===== src/rtl/i2s_stream_sched_pkg.sv =====
// Shared constants and types for the I2S stream scheduler.
// Build option: I2S_MUTE_ON_UNDERRUN_EN (see i2s_stream_sched).
package i2s_pkg;

    localparam int SAMPLE_W_DEF = 24;
    localparam int OUT_W_DEF    = 16;
    localparam int CNT_W_DEF    = 16;

    localparam logic [7:0] CAP_PHASE = 8'd229;
    localparam logic [7:0] TXL_PHASE = 8'd255;

    localparam int BCK_BIT  = 1;
    localparam int LRCK_BIT = 7;

    typedef enum logic [1:0] {
        IDLE,
        OFFER,
        WAIT_RES
    } sched_state_t;

endpackage


===== src/rtl/i2s_stream_sched_clkgen.sv =====
// Free-running 8-bit prescaler producing the I2S clocks and the
// per-frame capture/transmit phase strobes.
module i2s_clkgen
    import i2s_pkg::*;
(
    input  logic clk,
    input  logic reset,
    output logic scki,
    output logic bck,
    output logic lrck,
    output logic cap,
    output logic txl
);

    logic [7:0] prescaler;

    always_ff @(posedge clk or posedge reset) begin
        if (reset) prescaler <= '0;
        else       prescaler <= prescaler + 8'd1;
    end

    assign scki = clk;
    assign bck  = prescaler[BCK_BIT];
    assign lrck = prescaler[LRCK_BIT];
    assign cap  = (prescaler == CAP_PHASE);
    assign txl  = (prescaler == TXL_PHASE);

endmodule


===== src/rtl/i2s_stream_sched.sv =====
// Frame sequencer: captures rx samples, hands them to the filter, loads results
// into tx at the frame boundary. Define I2S_MUTE_ON_UNDERRUN_EN to mute on underrun.
module i2s_stream_sched
    import i2s_pkg::*;
#(
    parameter int SAMPLE_W = SAMPLE_W_DEF,
    parameter int OUT_W    = OUT_W_DEF,
    parameter int CNT_W    = CNT_W_DEF
) (
    input  logic                clk,
    input  logic                reset,
    input  logic                enable,
    input  logic                clr_flags,
    output logic                scki,
    output logic                bck,
    output logic                lrck,
    input  logic [SAMPLE_W-1:0] rx_left,
    input  logic [SAMPLE_W-1:0] rx_right,
    output logic                proc_valid,
    input  logic                proc_ready,
    output logic [SAMPLE_W-1:0] proc_left,
    output logic [SAMPLE_W-1:0] proc_right,
    input  logic                res_valid,
    output logic                res_ready,
    input  logic [OUT_W-1:0]    res_left,
    input  logic [OUT_W-1:0]    res_right,
    output logic [OUT_W-1:0]    tx_left,
    output logic [OUT_W-1:0]    tx_right,
    output logic                tx_load,
    output logic                overrun,
    output logic                underrun,
    output logic [CNT_W-1:0]    frame_cnt
);

    logic cap, txl;

    i2s_clkgen u_clkgen (
        .clk   (clk),
        .reset (reset),
        .scki  (scki),
        .bck   (bck),
        .lrck  (lrck),
        .cap   (cap),
        .txl   (txl)
    );

    sched_state_t state, state_nxt;
    logic [OUT_W-1:0] hold_left, hold_right;
    logic pending;
    logic res_acc, cap_take, ov_ev, un_ev;

    // Valids come straight from state so neither depends on the peer's ready.
    assign proc_valid = (state == OFFER);
    assign res_ready  = (state == WAIT_RES);
    assign res_acc    = res_valid && res_ready;

    // A CAP landing on an accepted sample is dropped rather than overwriting it.
    assign cap_take = enable && cap &&
                      ((state == IDLE) || (state == OFFER && !proc_ready));
    assign ov_ev    = enable && ((cap && state != IDLE) || (res_acc && pending));
    assign un_ev    = enable && txl && !res_acc && !pending;

    always_comb begin
        state_nxt = state;
        case (state)
            IDLE:     if (cap)        state_nxt = OFFER;
            OFFER:    if (proc_ready) state_nxt = WAIT_RES;
            WAIT_RES: if (res_valid)  state_nxt = IDLE;
            default:                  state_nxt = IDLE;
        endcase
        if (!enable) state_nxt = IDLE;
    end

    always_ff @(posedge clk or posedge reset) begin
        if (reset) state <= IDLE;
        else       state <= state_nxt;
    end

    always_ff @(posedge clk or posedge reset) begin
        if (reset) begin
            proc_left  <= '0;
            proc_right <= '0;
            hold_left  <= '0;
            hold_right <= '0;
            pending    <= 1'b0;
            tx_left    <= '0;
            tx_right   <= '0;
            tx_load    <= 1'b0;
            frame_cnt  <= '0;
            overrun    <= 1'b0;
            underrun   <= 1'b0;
        end else begin
            tx_load <= txl;
            if (txl) frame_cnt <= frame_cnt + 1'b1;

            if (cap_take) begin
                proc_left  <= rx_left;
                proc_right <= rx_right;
            end

            // TXL always consumes the hold slot; a same-cycle result bypasses it.
            if (!enable || txl) begin
                pending <= 1'b0;
            end else if (res_acc) begin
                hold_left  <= res_left;
                hold_right <= res_right;
                pending    <= 1'b1;
            end

            if (txl) begin
                if (!enable) begin
                    tx_left  <= '0;
                    tx_right <= '0;
                end else if (res_acc) begin
                    tx_left  <= res_left;
                    tx_right <= res_right;
                end else if (pending) begin
                    tx_left  <= hold_left;
                    tx_right <= hold_right;
                end
`ifdef I2S_MUTE_ON_UNDERRUN_EN
                else begin
                    tx_left  <= '0;
                    tx_right <= '0;
                end
`endif
            end

            if (ov_ev)          overrun <= 1'b1;
            else if (clr_flags) overrun <= 1'b0;

            if (un_ev)          underrun <= 1'b1;
            else if (clr_flags) underrun <= 1'b0;
        end
    end

endmodule


===== config.mk =====
export PLATFORM = sky130hd
export DESIGN_NAME = i2s_stream_sched
export DESIGN_NICKNAME = d
export VERILOG_FILES = /design/src/rtl/i2s_stream_sched_pkg.sv /design/src/rtl/i2s_stream_sched_clkgen.sv /design/src/rtl/i2s_stream_sched.sv
export SDC_FILE = /design/constraint.sdc
export NUM_CORES = 1
export LEC_CHECK = 0
export ABC_AREA = 1
export CAP_MARGIN = 25
export CORE_MARGIN = 3
export CORE_UTILIZATION = 30
export DETAILED_ROUTE_END_ITERATION = 8
export GPL_ROUTABILITY_DRIVEN = 0
export GPL_TIMING_DRIVEN = 0
export PLACE_DENSITY_LB_ADDON = 0.12
export SYNTH_ARGS = -nofsm -noshare
export SYNTH_HDL_FRONTEND = slang
export SYNTH_SLANG_ARGS = --single-unit

===== constraint.sdc =====
create_clock -name clk -period 5.6 [get_ports clk]
set_input_delay 1.12 -clock clk [delete_from_list [all_inputs] [get_ports clk]]
set_output_delay 1.12 -clock clk [all_outputs]
set_load 0.005 [all_outputs]

==> results of run 1 <==
-- power by group through the flow --
stage               Combinational [mW]  Clock, mW  Sequential, mW
floorplan                       0.0315     0.0116            1.05
global placement                 0.105     0.0249            1.05
detailed placement               0.107     0.0249            1.04
CTS                              0.108       1.30            1.03
global route                     0.117       1.36            1.02
finish                           0.105       1.26            1.03
-- flip-flops by register name, indices dropped and copies added, names as in the netlist --
name	count
frame_cnt	16
hold_left	16
hold_right	16
overrun	1
pending	1
proc_left	24
proc_right	24
state	2
tx_left	16
tx_load	1
tx_right	16
u_clkgen.prescaler	8
underrun	1
-- how the worst max path moves through the flow --
stage,endpoint,cells past startpoint,slack (ns),startpoint
finish,scki,4,0.89,clk
global route,scki,4,0.86,clk
CTS,scki,4,0.89,clk
detailed placement,scki,2,1.15,clk
global placement,frame_cnt[11],2,-1.76,reset
floorplan,frame_cnt[0],1,0.67,reset
-- logic make-up (layout without fill, tap and decap cells) --
family	after synthesis	after routing	synth area share, %
compound gates	149	149	11.89
xor+xnor	16	16	2.224
fa+ha+maj	3	3	0.5958
buf+inv	144	368	10.74
flops	142	142	56.39
simple gates	281	281	18.15
-- final cells by class --
| class | count | share of cell area [%] |
|---|---|---|
| Buffer | 36 | 2.947 |
| Clock buffer | 22 | 5.582 |
| Clock inverter | 14 | 1.684 |
| Inverter | 108 | 4.455 |
| Multi-Input combinational cell | 449 | 22.48 |
| Sequential cell | 142 | 38.57 |
| Tap cell | 270 | 3.667 |
| Timing Repair Buffer | 188 | 20.62 |
-- stage by stage --
step           setup TNS [ns]  power [mW]  setup slack (ns)  std cells  utilization (%)
4_1_cts                     0       2.430            0.8893       1229            45.09
3_5_place_dp                0       1.177             1.153       1194            41.87
5_1_grt                     0       2.498            0.8616       1229            45.09
3_3_place_gp          -247.60       1.175            -1.758       1193            41.71
2_1_floorplan               0       1.088            0.6704        735                -
6_report                    0       2.387            0.8947       1229            45.09
-- cells in the mapped netlist --
cell | count | area (sq um)
nand2_1 | 236 | 885.9
dfrtp_1 | 142 | 3553
inv_1 | 106 | 397.9
o21ai_1 | 80 | 400.4
o21ai_0 | 65 | 325.3
nor2_1 | 16 | 60.06
buf_6 | 13 | 146.4
nand3_1 | 12 | 60.06
xor2_1 | 12 | 105.1
buf_2 | 8 | 40.04
buf_4 | 7 | 52.55
nand4_1 | 6 | 37.54
clkbuf_1 | 4 | 15.01
xnor2_1 | 4 | 35.03
ha_1 | 3 | 37.54
a21oi_1 | 2 | 10.01
buf_1 | 2 | 7.510
clkbuf_2 | 2 | 10.01
inv_2 | 2 | 7.510
nand2_4 | 2 | 22.52
nor2_2 | 2 | 12.51
nor2_4 | 2 | 22.52
nor3_1 | 2 | 10.01
a211oi_1 | 1 | 7.510
nand2_2 | 1 | 6.260
nand3_2 | 1 | 10.01
nor3_4 | 1 | 16.27
o22ai_1 | 1 | 6.260
-- metal layers --
metal	vias to the layer above	track usage, %	part of all wire (%)	routed length, microns
li1	2708	-	-	-
met1	2509	21.70	47	8206
met2	167	23.98	44	7648
met3	19	4.309	7.0	1220
met4	0	5.893	1.4	238
met5	-	0	0	0
==> summary.md, run 1 <==
| Metric | Value |
|---|---|
| Vias in the first global route | `5447` |
| DPL Wire Length | `12.24 mm` |
| Sw Share | `22.10%` |
| CP arrival | `3.59 ns` |
| Combinational share of power | `4.4%` |
| Final non-filler cell area | `9213 sq um` |
| Area of the multi-input gates | `2071 sq um` |
| Port Buf Inserts | `188` |
| CP cell instances | `clkbuf_16, clkbuf_16, buf_4, clkdlybuf4s50_1` |
| Crit Path Class | `clock port to primary output` |
| Initial DRC count | `223` |
| Die width | `150.9 microns` |
| Synth Cell Area | `6301 sq um` |
| Slowest-stage cell, CP | `clkdlybuf4s50_1` |
| Routed WL per cell | `14.09 microns` |
| DIE AREA | `22780 sq um` |
| Syn nets | `824` |
| Top Family by Delay on Critical Path | `buffers and inverters` |
| Remaining Overflow, GRT | `0` |
| Effective utilization at floorplan | `30.84%` |
| Vias per inst | `4.396` |
| # resized after CTS | `0` |
| Share of cells above drive strength 1 | `8.029%` |
| Chip height | `150.9 microns` |
| Clock Power Share | `52.6%` |
| VDD IR max | `187.3 uV` |
| HP Class | `flip-flop to flip-flop` |
| CP most frequent cell | `clkbuf_16` |
| Power per Cell Area | `259.1 nW/um^2` |
| Reg2Reg Launch Point | `u_clkgen.prescaler[1]` |
| Part of the power in registers | `43.0%` |
| Sw power | `527.5 uW` |
| Diode count | `0` |
| Final net count | `1035` |
| HP Start | `u_clkgen.prescaler[0]` |
| DRT antenna net count | `0` |
| First-pass GRT wire length | `28.21 mm` |
| Pin count of the biggest net entering global routing | `87` |
| Worst-Skew Late Latency | `0.53 ns` |
| Unique masters post-synth | `28` |
| Core footprint | `20430 sq um` |
| Syn. warnings | `0` |
| Worst Tran Pin Value | `0.5850 ns` |
| Max FO, Critical Path | `2` |
| Critical Path Sink Type | `primary output` |
| CTS tree | `yes` |
| Hold path depth | `1` |
| Outcome | `finished clean` |
| Ports | `190` |
| Clock Skew | `0.01144 ns` |
| RSZ-0062 raised after global routing | `no` |
| Layout overhead on the synthesized area | `46.21%` |
| Setup violators final | `0` |
| Avg Cell Area, Syn | `8.573 sq um` |
| Synth Register Bits | `142` |
| DRC | `0` |
| Share of the yosys chip area belonging to registers | `56.39%` |
| Commonest non-fill, non-tap cell in the layout | `nand2_1` |
| Hold slack | `0.4711 ns` |
| Gate Count Post-Synth | `735` |
| Initial antenna violation count | `0` |
| Internal power | `1.859 mW` |
| R2R cell count | `8` |
| CP bufs+invs | `4` |
| P_leak | `4.182 nW` |
| Max-Cap Viols | `0` |
| Placed Area | `8553 sq um` |
| Drt pass-1 iters | `4` |
| Setup bufs post-CTS | `0` |
| CP startpoint kind | `clock port` |
| End of the worst hold path | `u_clkgen.prescaler[0]` |
| Register area | `3553 sq um` |
| Slew headroom | `61.00%` |
| Final Hold Fails | `0` |
| Flop2flop setup slack | `3.89 ns` |
| Critical path's largest stage delay | `0.43 ns` |
| Commonest non-fill, non-tap cells in the layout | `nand2_1 (236), clkdlybuf4s50_1 (188), dfrtp_1 (142), inv_1 (105), o21ai_1 (80)` |
| Fillers | `2085` |
| FF-to-FF End | `hold_left[1]` |
| # hold bufs at CTS | `0` |
| Slew Viols, Final | `0` |
| Global-route total usage across every layer | `15.83%` |
| Drt total wl | `17.31 mm` |
| CTS clk-pin slew, worst paths | `0.06 ns` |
| Vias | `5403` |
| Required @ worst endpoint | `4.48 ns` |
| Rows | `52` |
Note: power is estimated with default switching activity, not from simulation.
==> run 2, diff against run 1 <==
==> constraint.sdc (replaced) <==
create_clock -name clk -period 4.8 [get_ports clk]
set_input_delay 0.96 -clock clk [delete_from_list [all_inputs] [get_ports clk]]
set_output_delay 0.96 -clock clk [all_outputs]
set_load 0.005 [all_outputs]
==> results of run 2 <==
Same layout as run 1 (identical final DEF). Status: finished clean.
Main changes from that run: setup slack after placement 1.153 ns -> 0.9133 ns; setup slack after layout 0.8947 ns -> 0.6547 ns; register-to-register setup slack 3.89 ns -> 3.09 ns; total power 2.387 mW -> 2.785 mW; worst IR drop on VDD 187.3 uV -> 218.5 uV
